===== src/rtl/mem_access_unit.sv =====
// Memory-access stage: one LOAD/STORE bus transaction per start, with lane steering and load extension.
// Optional MEM_MISALIGN_TRAP_EN: report misaligned half/word accesses instead of aligning them down.
module mem_access_unit #(
  parameter int ADDR_WIDTH = 32,
  parameter int DATA_WIDTH = 32
) (
  input  logic                  clk_i,
  input  logic                  rst_ni,
  input  logic                  start_i,
  output logic                  ready_o,
  input  logic                  is_store_i,
  input  logic [2:0]            funct3_i,
  input  logic [ADDR_WIDTH-1:0] addr_i,
  input  logic [DATA_WIDTH-1:0] wdata_i,
  output logic                  mem_req_o,
  output logic                  mem_we_o,
  output logic [ADDR_WIDTH-1:0] mem_addr_o,
  output logic [3:0]            mem_be_o,
  output logic [DATA_WIDTH-1:0] mem_wdata_o,
  input  logic                  mem_gnt_i,
  input  logic                  mem_rvalid_i,
  input  logic [DATA_WIDTH-1:0] mem_rdata_i,
  output logic                  done_o,
  output logic [DATA_WIDTH-1:0] rdata_o,
  output logic                  misaligned_o
);

  typedef enum logic [1:0] {S_IDLE, S_REQ, S_WAIT_R, S_RESP} state_e;
  state_e r_state, w_next;

  logic                  w_accept, w_byte, w_half, w_mis;
  logic [1:0]            w_off;
  logic [3:0]            w_be;
  logic [DATA_WIDTH-1:0] w_wdata, w_shift, w_ext;

  logic                  r_store, r_byte, r_half, r_uns;
  logic [1:0]            r_off;
  logic                  r_req, r_we;
  logic [ADDR_WIDTH-1:0] r_addr;
  logic [3:0]            r_be;
  logic [DATA_WIDTH-1:0] r_wdata, r_rdata;

  assign w_accept = start_i && (r_state == S_IDLE);
  // LBU/LHU encodings are loads only; as stores they fall back to word
  assign w_byte = (funct3_i == 3'b000) || (!is_store_i && funct3_i == 3'b100);
  assign w_half = (funct3_i == 3'b001) || (!is_store_i && funct3_i == 3'b101);

`ifdef MEM_MISALIGN_TRAP_EN
  logic r_mis;
  assign w_mis = (w_half && addr_i[0]) || (!w_byte && !w_half && addr_i[1:0] != 2'b00);
  assign w_off = addr_i[1:0];
  assign misaligned_o = r_mis;
`else
  assign w_mis = 1'b0;
  assign w_off = w_byte ? addr_i[1:0] : (w_half ? {addr_i[1], 1'b0} : 2'b00);
  assign misaligned_o = 1'b0;
`endif

  always_comb begin
    w_be    = 4'b1111;
    w_wdata = wdata_i;
    if (w_byte) begin
      w_be    = 4'b0001 << w_off;
      w_wdata = {4{wdata_i[7:0]}};
    end else if (w_half) begin
      w_be    = 4'b0011 << w_off;
      w_wdata = {2{wdata_i[15:0]}};
    end
  end

  assign w_shift = mem_rdata_i >> {r_off, 3'b000};

  always_comb begin
    w_ext = w_shift;
    if (r_byte)      w_ext = {{24{w_shift[7]  & ~r_uns}}, w_shift[7:0]};
    else if (r_half) w_ext = {{16{w_shift[15] & ~r_uns}}, w_shift[15:0]};
  end

  always_ff @(posedge clk_i or negedge rst_ni) begin
    if (!rst_ni) r_state <= S_IDLE;
    else         r_state <= w_next;
  end

  always_comb begin
    w_next = r_state;
    case (r_state)
      S_IDLE:   if (start_i)      w_next = w_mis ? S_RESP : S_REQ;
      S_REQ:    if (mem_gnt_i)    w_next = r_store ? S_RESP : S_WAIT_R;
      S_WAIT_R: if (mem_rvalid_i) w_next = S_RESP;
      S_RESP:                     w_next = S_IDLE;
      default:                    w_next = S_IDLE;
    endcase
  end

  always_ff @(posedge clk_i or negedge rst_ni) begin
    if (!rst_ni) begin
      r_store <= 1'b0;
      r_byte  <= 1'b0;
      r_half  <= 1'b0;
      r_uns   <= 1'b0;
      r_off   <= 2'b00;
      r_req   <= 1'b0;
      r_we    <= 1'b0;
      r_addr  <= '0;
      r_be    <= 4'b0000;
      r_wdata <= '0;
      r_rdata <= '0;
`ifdef MEM_MISALIGN_TRAP_EN
      r_mis   <= 1'b0;
`endif
    end else if (w_accept) begin
      r_store <= is_store_i;
      r_byte  <= w_byte;
      r_half  <= w_half;
      r_uns   <= funct3_i[2];
      r_off   <= w_off;
      r_req   <= !w_mis;
      r_we    <= is_store_i && !w_mis;
      r_addr  <= {addr_i[ADDR_WIDTH-1:2], 2'b00};
      r_be    <= w_be;
      r_wdata <= w_wdata;
      r_rdata <= '0;
`ifdef MEM_MISALIGN_TRAP_EN
      r_mis   <= w_mis;
`endif
    end else if (r_state == S_REQ && mem_gnt_i) begin
      r_req <= 1'b0;
      r_we  <= 1'b0;
    end else if (r_state == S_WAIT_R && mem_rvalid_i) begin
      r_rdata <= w_ext;
    end
  end

  assign ready_o     = (r_state == S_IDLE);
  assign done_o      = (r_state == S_RESP);
  assign mem_req_o   = r_req;
  assign mem_we_o    = r_we;
  assign mem_addr_o  = r_addr;
  assign mem_be_o    = r_be;
  assign mem_wdata_o = r_wdata;
  assign rdata_o     = r_rdata;

endmodule


===== config.mk =====
export PLATFORM = sky130hd
export DESIGN_NAME = mem_access_unit
export DESIGN_NICKNAME = d
export VERILOG_FILES = /design/src/rtl/mem_access_unit.sv
export SDC_FILE = /design/constraint.sdc
export NUM_CORES = 1
export LEC_CHECK = 0
export BUFFER_PORTS_ARGS = -buffer_cell sky130_fd_sc_hd__buf_2
export CELL_PAD_IN_SITES_DETAIL_PLACEMENT = 0
export CELL_PAD_IN_SITES_GLOBAL_PLACEMENT = 1
export CORE_MARGIN = 2
export CORE_UTILIZATION = 38
export DETAILED_ROUTE_END_ITERATION = 10
export HOLD_SLACK_MARGIN = 0.08
export PLACE_DENSITY_LB_ADDON = 0.1
export SLEW_MARGIN = 10
export SYNTH_ARGS = -nofsm -noshare
export SYNTH_HDL_FRONTEND = slang
export SYNTH_SLANG_ARGS = --single-unit

===== constraint.sdc =====
create_clock -name clk_i -period 3.43 [get_ports clk_i]
set_clock_uncertainty 0.05 [all_clocks]
set_input_delay 1.029 -clock clk_i [delete_from_list [all_inputs] [get_ports clk_i]]
set_output_delay 1.029 -clock clk_i [all_outputs]
set_load 0.05 [all_outputs]

==> results.txt <==
layout cells sized above 1 = 31.86%
CTS Buf Count = 9
Longest Clk Path Bufs = 2
routed wire length = 14520 µm
commonest non-fill, non-tap cell in the layout = buf_2
CP endpoint = ready_o
DP Wirelength = 10480 µm
initial antenna violation count = 0
RSZ-0062 raised after global routing = false
RR Endpoint = rdata_o[26]$_DFFE_PN0P_
first-pass GRT wire length = 23120 µm
Critical Path Start Type = flip-flop
vias in the first global route = 4488
level count of the clock H-tree = 3
Yosys Warn Count = 0
critical path endpoint category = output pin
DRC = 0
Pre-Repair DR Iteration Count = 6
power per cell area = 1111 nW/µm²
Final Power = 0.007227 W
Die Height = 119.3 µm
leakage = 3.497 nW
n_diodes = 0
Avg WL per Cell = 15.73 µm
PostCTS Resize Cnt = 0
post-synthesis sequential area ratio = 53.52%
final hold slack = 419.5 ps
Worst slew margin = 44.82%
status = finished clean
cts hold-fix bufs = 0
I/O Buffers = 206
# IOs = 210
post-synthesis cell area = 5050 µm²
Starting Density = 38.59%
VDD IR max = 630.4 µV
CP arrival = 1470 ps
die area = 14230 µm²
Vias = 4513
Skew-Pair Late Insertion Delay = 350 ps
Max Cap Violations = 0
RR Startpoint = r_off[0]$_DFFE_PN0P_
Core Box Area = 13090 µm²
Tcrit/Tclk final = 74.38%
Final ANT Viol Nets = 0
area delta synth->final = 28.84%
grt total ovfl = 0
Final setup viols = 0
# rows = 42
final hold vios = 0
Post-CTS Setup Inserts = 0
clk slew on worst S/H paths = 70 ps
Distinct cells, synth = 33
Die X = 119.3 µm
setup TNS = 0 ps
CP Data Required Time = 2350 ps
Crit Path Max Fanout = 6
reg2reg path depth = 4
Worst R2R Setup Slack = 1190 ps
routability cong. = 0.8450
synthesized flop and latch total = 108
Cells after Synth = 554
TritonCTS clock tree = done
largest net degree at the start of global routing = 85
Tightest Hold Check Type = reg -> reg
total track usage = 20.83%
Max Clock Freq = 392.0 MHz
worst-margin pin slew = 827.8 ps
initial DRC count = 241
Synth Area per Inst = 9.115 µm²
CP Launch Point = r_state[0]$_DFFE_PN0P_
Root Buffer = clkbuf_16
Num Clock Sinks = 108
Avg Vias per Cell = 4.889
most frequent cells in the layout = buf_2, nand2_1, dfrtp_1, o21ai_0, mux2i_1
crit path kind = reg -> out
Final min period = 2551 ps
nets = 854
fin. max-slew vios = 0
## per-layer routing
metal / GRT usage (%) / part of all wire [%]
met4: 7.813 / 1.9
met3: 6.753 / 7.7
met5: 0 / 0
met2: 33.58 / 48
met1: 26.11 / 43
## how the worst min path moves through the flow
stage / slack, ps / from / cells after the start / to
after global routing: 440 / mem_addr_o[28]$_DFFE_PN0P_ / 2 / mem_addr_o[28]$_DFFE_PN0P_
final: 420 / mem_addr_o[24]$_DFFE_PN0P_ / 2 / mem_addr_o[24]$_DFFE_PN0P_
after global placement: 400 / mem_addr_o[15]$_DFFE_PN0P_ / 2 / mem_addr_o[15]$_DFFE_PN0P_
after CTS: 430 / mem_addr_o[7]$_DFFE_PN0P_ / 2 / mem_addr_o[7]$_DFFE_PN0P_
after floorplan: 400 / r_store$_DFFE_PN0P_ / 2 / r_store$_DFFE_PN0P_
after detailed placement: 410 / mem_wdata_o[4]$_DFFE_PN0P_ / 2 / mem_wdata_o[4]$_DFFE_PN0P_
## through the flow
stage	utilization, %	setup WS, ps	cell area, µm²	instances
global placement	47.49	864.8	6213	908
detailed placement	47.49	828.6	6213	908
floorplan	-	1040	5057	556
CTS	49.72	870.1	6506	923
finish	49.72	878.7	6506	923
global route	49.72	793.7	6506	923
## worst max-delay path: stages, from the launching register on
cell and delay [ps]:
dfrtp_1 440, inv_1 100, ha_1 270, buf_2 310
## cells in the mapped netlist
cell type | instances | area (µm²)
nand2_1 | 204 | 765.7
o21ai_1 | 1 | 5.000
a222oi_1 | 1 | 10.01
ha_1 | 6 | 75.07
o22a_1 | 1 | 8.760
conb_1 | 1 | 3.750
and2_1 | 1 | 6.260
mux4_2 | 1 | 22.52
nor2_1 | 22 | 82.58
a22o_1 | 10 | 87.58
or2_2 | 1 | 6.260
nand4_1 | 1 | 6.260
a21o_1 | 2 | 15.01
a31oi_1 | 12 | 75.07
buf_4 | 4 | 30.03
buf_1 | 1 | 3.750
dfrtp_1 | 108 | 2703
nand3_1 | 3 | 15.01
mux2_4 | 1 | 15.01
a22oi_1 | 7 | 52.55
clkbuf_1 | 23 | 86.33
nand2b_1 | 1 | 6.260
a22oi_2 | 1 | 12.51
buf_6 | 3 | 33.78
a221o_1 | 1 | 10.01
o21ai_0 | 53 | 265.3
buf_2 | 8 | 40.04
inv_1 | 9 | 33.78
nor2b_1 | 2 | 12.51
a21oi_1 | 17 | 85.08
mux2i_1 | 40 | 400.4
clkbuf_2 | 1 | 5.000
a32o_1 | 7 | 70.07
## cells by family (layout without fill, tap and decap cells)
kind of cell             count (synthesis)  in the layout  synth area share, %
adder cells (fa/ha/maj)                  6              6                1.487
AO/OA/AOI/OAI                          113            113                13.80
multiplexers                            42             42                8.672
buffers and inverters                   49            240                4.608
other                                    1              3              0.07426
AND/OR/NAND/NOR                        235            235                17.84
flip-flops                             108            108                53.52
## area by class of cell
type / instances / area [µm²]
well taps: 176 / 220.2
clock buffers: 11 / 242.7
inverters: 9 / 33.78
fillers: 1305 / 6579
clock inverters: 4 / 50.05
repair buffers: 216 / 1121
multi-input cells: 399 / 2136
flip-flops and latches: 108 / 2703
## state kept, by name (all words and copies together) (netlist names)
register	count
r_state	2
mem_wdata_o	32
mem_be_o	4
r_store	1
r_uns	1
mem_addr_o	30
r_half	1
rdata_o	32
r_byte	1
mem_we_o	1
r_off	2
mem_req_o	1
## power breakdown
part,internal [W],total (W),switching [W]
sequential,0.00182,0.00218,0.000358
combinational,0.000986,0.00400,0.00302
clock,0.000582,0.00105,0.000464
total,0.00339,0.00723,0.00384
Power figures use the tool's default switching activity.
